$ cat config.mk
export PLATFORM = sky130hd
export DESIGN_NAME = axis_packet_framer_flat
export DESIGN_NICKNAME = d
export VERILOG_FILES = /design/src/rtl/axis_packet_framer_pkg.sv /design/src/rtl/axis_packet_framer_if.sv /design/src/rtl/axis_packet_framer_fifo.sv /design/src/rtl/axis_packet_framer.sv /design/src/flat_wrapper.sv
export SDC_FILE = /design/constraint.sdc
export NUM_CORES = 1
export LEC_CHECK = 0
export ABC_AREA = 1
export CELL_PAD_IN_SITES_DETAIL_PLACEMENT = 2
export CELL_PAD_IN_SITES_GLOBAL_PLACEMENT = 2
export CORE_UTILIZATION = 42
export CTS_BUF_LIST = sky130_fd_sc_hd__clkbuf_2 sky130_fd_sc_hd__clkbuf_4 sky130_fd_sc_hd__clkbuf_8
export DETAILED_ROUTE_END_ITERATION = 8
export GPL_ROUTABILITY_DRIVEN = 0
export PLACE_DENSITY = 0.93
export RECOVER_POWER = 50
export SETUP_SLACK_MARGIN = 0.2
export SYNTH_ARGS = -nofsm -noshare
export SYNTH_HDL_FRONTEND = slang
export SYNTH_SLANG_ARGS = --single-unit
$ cat constraint.sdc
create_clock -name clk -period 3.82 [get_ports clk]
set_clock_uncertainty 0.2 [all_clocks]
set_input_delay 0.573 -clock clk [delete_from_list [all_inputs] [get_ports clk]]
set_output_delay 0.573 -clock clk [all_outputs]
set_load 0.005 [all_outputs]
$ cat src/rtl/axis_packet_framer_pkg.sv
// Shared types and constants for the AXI-Stream packet framer and its FIFO.
package axis_pkg;

  localparam int DATA_WIDTH_DEF = 8;
  localparam int DEPTH_DEF      = 16;

  typedef enum logic [0:0] {
    IDLE   = 1'b0,
    ACTIVE = 1'b1
  } framer_state_t;

  function automatic int clog2(input int value);
    int r;
    r = 0;
    for (int i = 0; i < 31; i++) begin
      if ((32'sd1 << i) < value) begin
        r = i + 1;
      end else begin
        r = r;
      end
    end
    return r;
  endfunction

  localparam int PTR_W = clog2(DEPTH_DEF) + 1;

endpackage

$ cat src/rtl/axis_packet_framer_if.sv
// AXI-Stream beat bundle; master drives data/valid/last, slave drives ready.
interface axis_if
  import axis_pkg::*;
#(
  parameter int W = DATA_WIDTH_DEF
);
  logic [W-1:0] data;
  logic         valid;
  logic         last;
  logic         ready;

  modport master (output data, output valid, output last, input ready);
  modport slave  (input data, input valid, input last, output ready);
endinterface

$ cat src/rtl/axis_packet_framer_fifo.sv
// Synchronous FIFO with extra pointer MSB for full/empty and zeroed head when empty.
module axis_sync_fifo
  import axis_pkg::*;
#(
  parameter int Width = 9,
  parameter int Depth = DEPTH_DEF
) (
  input  logic                    clk,
  input  logic                    rst,
  input  logic                    push,
  input  logic [Width-1:0]        wdata,
  input  logic                    pop,
  output logic [Width-1:0]        rdata,
  output logic                    full,
  output logic                    empty,
  output logic [clog2(Depth):0]   count
);
  localparam int AW = clog2(Depth);
  localparam int PW = AW + 1;

  logic [Width-1:0] mem_r [Depth];
  logic [PW-1:0]    wr_ptr_r;
  logic [PW-1:0]    rd_ptr_r;
  logic             push_s;
  logic             pop_s;

  assign count  = wr_ptr_r - rd_ptr_r;
  assign full   = (count == PW'(Depth));
  assign empty  = (count == PW'(0));
  assign push_s = push && !full;
  assign pop_s  = pop && !empty;
  assign rdata  = empty ? {Width{1'b0}} : mem_r[rd_ptr_r[AW-1:0]];

  // Pointer state; reset discards any buffered beats.
  always_ff @(posedge clk or negedge rst) begin
    if (!rst) begin
      wr_ptr_r <= PW'(0);
      rd_ptr_r <= PW'(0);
    end else begin
      wr_ptr_r <= push_s ? wr_ptr_r + PW'(1) : wr_ptr_r;
      rd_ptr_r <= pop_s  ? rd_ptr_r + PW'(1) : rd_ptr_r;
    end
  end

  // Storage array write port.
  always_ff @(posedge clk) begin
    if (push_s) begin
      mem_r[wr_ptr_r[AW-1:0]] <= wdata;
    end
  end
endmodule

$ cat src/rtl/axis_packet_framer.sv
// Buffers an AXI-Stream byte stream and re-cuts it into len-beat packets.
module axis_packet_framer
  import axis_pkg::*;
#(
  parameter int Data_width = DATA_WIDTH_DEF,
  parameter int Depth      = DEPTH_DEF
) (
  input  logic                  clk,
  input  logic                  rst,
  axis_if.slave                 s_axis,
  axis_if.master                m_axis,
  input  logic [Data_width-1:0] len,
  output logic                  full,
  output logic                  empty,
  output logic [Data_width-1:0] pkt_count
);
  localparam int CW = clog2(Depth) + 1;
  localparam logic [Data_width-1:0] ONE = Data_width'(1);

  logic [Data_width:0]   head_s;
  logic [CW-1:0]         count_s;
  logic                  head_last_s;
  logic                  pop_s;
  logic                  last_s;
  logic [Data_width-1:0] eff_len_s;
  framer_state_t         state_r, state_nx;
  logic [Data_width-1:0] beat_cnt_r, beat_cnt_nx;
  logic [Data_width-1:0] len_q_r, len_q_nx;
  logic [Data_width-1:0] pkt_count_r, pkt_count_nx;

  axis_sync_fifo #(.Width(Data_width + 1), .Depth(Depth)) u_fifo (
    .clk   (clk),
    .rst   (rst),
    .push  (s_axis.valid && s_axis.ready),
    .wdata ({s_axis.last, s_axis.data}),
    .pop   (pop_s),
    .rdata (head_s),
    .full  (full),
    .empty (empty),
    .count (count_s)
  );

  // Ready/valid come from the registered count only, never from m_ready.
  assign s_axis.ready = rst && (count_s != CW'(Depth));
  assign m_axis.valid = !empty;
  assign m_axis.data  = head_s[Data_width-1:0];
  assign m_axis.last  = !empty && last_s;
  assign head_last_s  = head_s[Data_width];
  assign pop_s        = !empty && m_axis.ready;
  assign eff_len_s    = (len == Data_width'(0)) ? ONE : len;
  assign pkt_count    = pkt_count_r;

  // Framing state and counters.
  always_ff @(posedge clk or negedge rst) begin
    if (!rst) begin
      state_r     <= IDLE;
      beat_cnt_r  <= Data_width'(0);
      len_q_r     <= ONE;
      pkt_count_r <= Data_width'(0);
    end else begin
      state_r     <= state_nx;
      beat_cnt_r  <= beat_cnt_nx;
      len_q_r     <= len_q_nx;
      pkt_count_r <= pkt_count_nx;
    end
  end

  // Next-state, packet boundary and packet counter; len is only sampled on a first beat.
  always_comb begin
    state_nx     = state_r;
    beat_cnt_nx  = beat_cnt_r;
    len_q_nx     = len_q_r;
    last_s       = 1'b0;
    case (state_r)
      IDLE: begin
        last_s = head_last_s || (eff_len_s == ONE);
        if (pop_s) begin
          len_q_nx    = eff_len_s;
          beat_cnt_nx = ONE;
          state_nx    = last_s ? IDLE : ACTIVE;
        end else begin
          state_nx = IDLE;
        end
      end
      ACTIVE: begin
        last_s = head_last_s || (beat_cnt_r == len_q_r - ONE);
        if (pop_s) begin
          beat_cnt_nx = beat_cnt_r + ONE;
          state_nx    = last_s ? IDLE : ACTIVE;
        end else begin
          state_nx = ACTIVE;
        end
      end
      default: begin
        state_nx = IDLE;
      end
    endcase
    if (pop_s && last_s) begin
      pkt_count_nx = pkt_count_r + ONE;
    end else begin
      pkt_count_nx = pkt_count_r;
    end
  end
endmodule

$ cat src/flat_wrapper.sv
// flat-port wrapper written by rule: the top's interface ports become plain ports
module axis_packet_framer_flat import axis_pkg::*;
#(
  parameter int Data_width = DATA_WIDTH_DEF,
  parameter int Depth      = DEPTH_DEF
)
  (clk, rst, len, full, empty, pkt_count, s_axis_data, s_axis_valid, s_axis_last, s_axis_ready, m_axis_data, m_axis_valid, m_axis_last, m_axis_ready);
  axis_if #(.W(8)) s_axis_i ();
  axis_if #(.W(8)) m_axis_i ();
  input  logic clk;
  input  logic rst;
  input  logic [Data_width-1:0] len;
  output logic full;
  output logic empty;
  output logic [Data_width-1:0] pkt_count;
  input wire logic [$bits(s_axis_i.data)-1:0] s_axis_data;
  input wire logic [$bits(s_axis_i.valid)-1:0] s_axis_valid;
  input wire logic [$bits(s_axis_i.last)-1:0] s_axis_last;
  output wire logic [$bits(s_axis_i.ready)-1:0] s_axis_ready;
  output wire logic [$bits(m_axis_i.data)-1:0] m_axis_data;
  output wire logic [$bits(m_axis_i.valid)-1:0] m_axis_valid;
  output wire logic [$bits(m_axis_i.last)-1:0] m_axis_last;
  input wire logic [$bits(m_axis_i.ready)-1:0] m_axis_ready;
  assign s_axis_i.data = s_axis_data;
  assign s_axis_i.valid = s_axis_valid;
  assign s_axis_i.last = s_axis_last;
  assign s_axis_ready = s_axis_i.ready;
  assign m_axis_data = m_axis_i.data;
  assign m_axis_valid = m_axis_i.valid;
  assign m_axis_last = m_axis_i.last;
  assign m_axis_i.ready = m_axis_ready;
  axis_packet_framer #(.Data_width(Data_width), .Depth(Depth)) u_core (.clk(clk), .rst(rst), .s_axis(s_axis_i), .m_axis(m_axis_i), .len(len), .full(full), .empty(empty), .pkt_count(pkt_count));
endmodule
==> impl_results.md <==
- Status: finished, violations left
- Violated checks: max-capacitance violations, max-slew violations
- Final Cycle Share: 96.66%
- Synth Area in Simple Gates: 16.27%
- Post-Synth Adder-Cell Area: 1.888%
- Total Power: 8.004 mW
- Top post-synthesis cells by area: edfxtp_1 (54%), dfrtp_1 (11%), nand2_1 (7.3%)
- Min cycle time layout: 3693 ps
- Initial Util: 43.54%
- Peak supply drop: 0.0005639 V
- Die area: 19490 um2
- WP buf/inv: 3
- Iter 0 DRT Violations: roughly 630
- Worst Setup Path Type: reg -> out
- Routed wl met3: 2213 um
- Post-synth EDFFs: 144
- Yosys top cell area share: 54.37%
- Final Setup Violations: 0
- Critical path's most frequent cell: o21ai_0
- WP depth: 8
- Wire length on met2: 16480 um
- Pwr dens: between 800 and 900 nW/um2
- Maximum root-to-sink buffer count: 2
- Max Fclk: between 200 and 300 MHz
- Skew-Pair Late Insertion Delay: 510 ps
- DRT Pass-1 Iters: 7
- Post-Route WL: 32960 um
- Die height: around 140 um
- Final TNS setup: 0 ps
- Total GRT Usage: 35.04%
- Cell-internal power: 4.294 mW
- Vias in the first global route: approximately 7200
- Worst EP arrival: 2920 ps
- First-pass GRT wire length: about 49000 um
- CORE AREA: approximately 18000 um2
- CTS tree: done
- Ys Warns: 0
- Hold Path Stages: 2
- Sw power: approximately 3.7 mW
- Xor and xnor area share after synthesis: 2.643%
- Critical path cell sequence: inv_8, buf_4, o21ai_0, o221a_2, o21ai_0, nand2_1, nor2_1, clkdlybuf4s50_1
- Unrepaired setup endpoints after global routing: yes
- Seq cells post-synth: 179
- Static leakage: roughly 3.7 nW
- Hold slack: between 300 and 400 ps
- Max-cap viol count: 1
- Register area share after synthesis: 65.39%
- Vias/cell: around 6.3
- P&R area growth vs syn: 19.24%
- Initial antenna violation count: 0
- Grt ovf: 0
- Slowest cell on the critical path: dfrtp_2
- Sink Count: 179
- Antenna Nets Post-Route: 0
- Critical Path Source Type: register
- Htree depth: 4
- Mux share of post-synthesis cell area: 0%
- # IOs: 42
- Required time of the critical path: roughly 3000 ps
- Max Slew Vio Count: 36
- Worst-margin pin slew: 2265 ps
- Cell row count: 49
- Worst rel slew slack: -51.02%
- Hold crit path type: reg -> reg
- Post-synth net total: 750
- Clock transition at path regs: 100 ps
- Commonest register cell after synthesis: edfxtp_1
- ANT cells: 0
- Syn_area_per_cell: 11.09 um2
- Async set-or-reset flop fraction in the synthesized netlist: about a fifth
- Synth cell types: 37
- DR vias: approximately 6600
- Post-synthesis cell count: 717
- Root Buffer: clkbuf_8
- Reg2Reg Depth: 15
- Top cell type by total area after synthesis: edfxtp_1
- Dpl hpwl: 18460 um
- Layout Nets: 835
- Die width: between 100 and 150 um
- Clock power share: 17.5%
- Largest net degree at the start of global routing: 38
- Sequential Power Share: 32.3%
- Net Sw Frac: about 46%
- Syn Std Cell Area: 7954 um2
- Worst-path maximum fanout: 19
- Uppermost layer routed: met4
- DRC Markers: 0
- Port bufs: 41
- Routed WL per cell: roughly 32 um
- Number of CTS-inserted buffers: 17
- Comb pwr share: 50.2%
- CP endpoint kind: output pin
- Hold Violations, Final: 0
- Complex-gate fraction of the synthesized area: a little under a tenth
- Crit path largest cell delay: 530 ps
- Family with the most delay on the worst path: buffers and inverters
- Met1 wire length: about 13000 um
- Layout cells sized above 1: 16.32%
- Largest family of logic cells by synthesized area: simple AND/OR/NAND/NOR gates
synthesized netlist by cell type (4+ instances only):
cell        n
xor2_1     14
nand2_1   154
buf_2       9
xnor2_1    10
inv_2       5
o21ai_1     5
clkbuf_1    8
ha_1       12
a21oi_1    33
dfrtp_1    34
buf_4       9
inv_1      41
o22ai_1    10
nor2_1     74
nand3_1    41
nor3_1      4
o21ai_0    55
nand4_1     9
edfxtp_1  144
a221oi_1   10
per-layer routing:
metal	up-vias	track usage, %
met1	3436	43.26
met3	89	6.607
met2	365	58.82
met5	-	0
met4	0	18.22
li1	2677	-
final cells by class:
cell class | instances | area, um2
fillers | 1750 | 8786
flip-flops and latches | 179 | 5209
multi-input cells | 461 | 2500
repair buffers | 95 | 883.3
well taps | 229 | 286.5
clock buffers | 17 | 234.0
inverters | 47 | 196.4
clock inverters | 15 | 168.9
repair inverters | 1 | 6.256
sequential cells by signal, indices dropped and copies added, names as in the netlist:
name / count
u_core.beat_cnt_r: 8
u_core.len_q_r: 8
u_core.pkt_count: 8
u_core.state_r: 1
u_core.u_fifo.wr_ptr_r: 5
u_core.u_fifo.rd_ptr_r: 5
u_core.u_fifo.mem_r: 144
cells in the final DEF, fill, tap and decap left out, drive strengths merged, types with 9 or more instances in the layout:
cell	netlist	routed
nand2	158	158
edfxtp	144	144
nor2	78	78
o21ai	60	60
inv	46	53
buf	21	52
nand3	45	45
dfrtp	34	34
a21oi	33	33
clkbuf	9	19
dlygate4sd3	0	17
clkdlybuf4s50	0	15
xor2	14	14
ha	12	12
xnor2	10	10
o22ai	10	10
a221oi	10	10
nand4	9	9
dlymetal6s2s	0	9
path summary, 6_finish.rpt:
kind	start	to	slack (ps)
max	u_core.u_fifo.rd_ptr_r[0]$_DFFE_PN0P_	m_axis_data[2]	130
min	u_core.len_q_r[7]$_DFFE_PN0P_	u_core.len_q_r[7]$_DFFE_PN0P_	330
max reg2reg	u_core.u_fifo.rd_ptr_r[1]$_DFFE_PN0P_	u_core.u_fifo.mem_r[4][6]$_DFFE_PP_	420
min reg2reg	u_core.len_q_r[7]$_DFFE_PN0P_	u_core.len_q_r[7]$_DFFE_PN0P_	330
max in group asynchronous	rst	u_core.u_fifo.rd_ptr_r[1]$_DFFE_PN0P_	560
min in group asynchronous	rst	u_core.u_fifo.wr_ptr_r[3]$_DFFE_PN0P_	1400
power groups by stage:
stage | combinational (mW) | sequential, mW | clock (mW)
after floorplan | 1.93 | 2.51 | 0
after global placement | 2.76 | 2.58 | 0
after CTS | 3.61 | 2.56 | 1.35
final | 4.02 | 2.59 | 1.40
after global routing | 4.23 | 2.60 | 1.46
after detailed placement | 3.14 | 2.62 | 0
worst register-to-register path, cell delays in order, from the launching register on:
cell and delay (ps):
dfrtp_2 420, clkinvlp_2 210, ha_4 360, nand2_2 80
nand2_1 110, nand2_1 90, nand2_1 70, nand2_1 80
nand2_2 110, inv_1 60, nand2_2 90, nand3_2 160
inv_1 210, nand2_1 230, nor2_1 350, buf_4 280
cells by family (layout without fill, tap and decap cells):
group / after synthesis / in the layout
buffers and inverters: 77 / 175
DFF: 179 / 179
adders and majority gates: 12 / 12
AOI/OAI and AO/OA: 126 / 126
and+or+nand+nor: 299 / 299
xor gates and xnor gates: 24 / 24
metrics by stage:
step	instances	area (um2)	worst slack (ps)	util, %
after CTS	1033	9336	203.7	51.10
after floorplan	717	7954	926.4	-
final	1044	9484	127.5	51.91
after global placement	983	8661	582.4	47.40
after detailed placement	983	8661	302.9	47.40
after global routing	1044	9484	42.07	51.91
timing repair:
action | in CTS | in global routing
setup buffers | 15 | 11
pin swaps | 0 | 6
gates resized for setup | 28 | 25
cloned | 2 | 0
hold buffers | 1 | 0
hold endpoints to repair | 27 | 0
setup endpoints to repair | 12 | 11
Power figures use the tool's default switching activity.
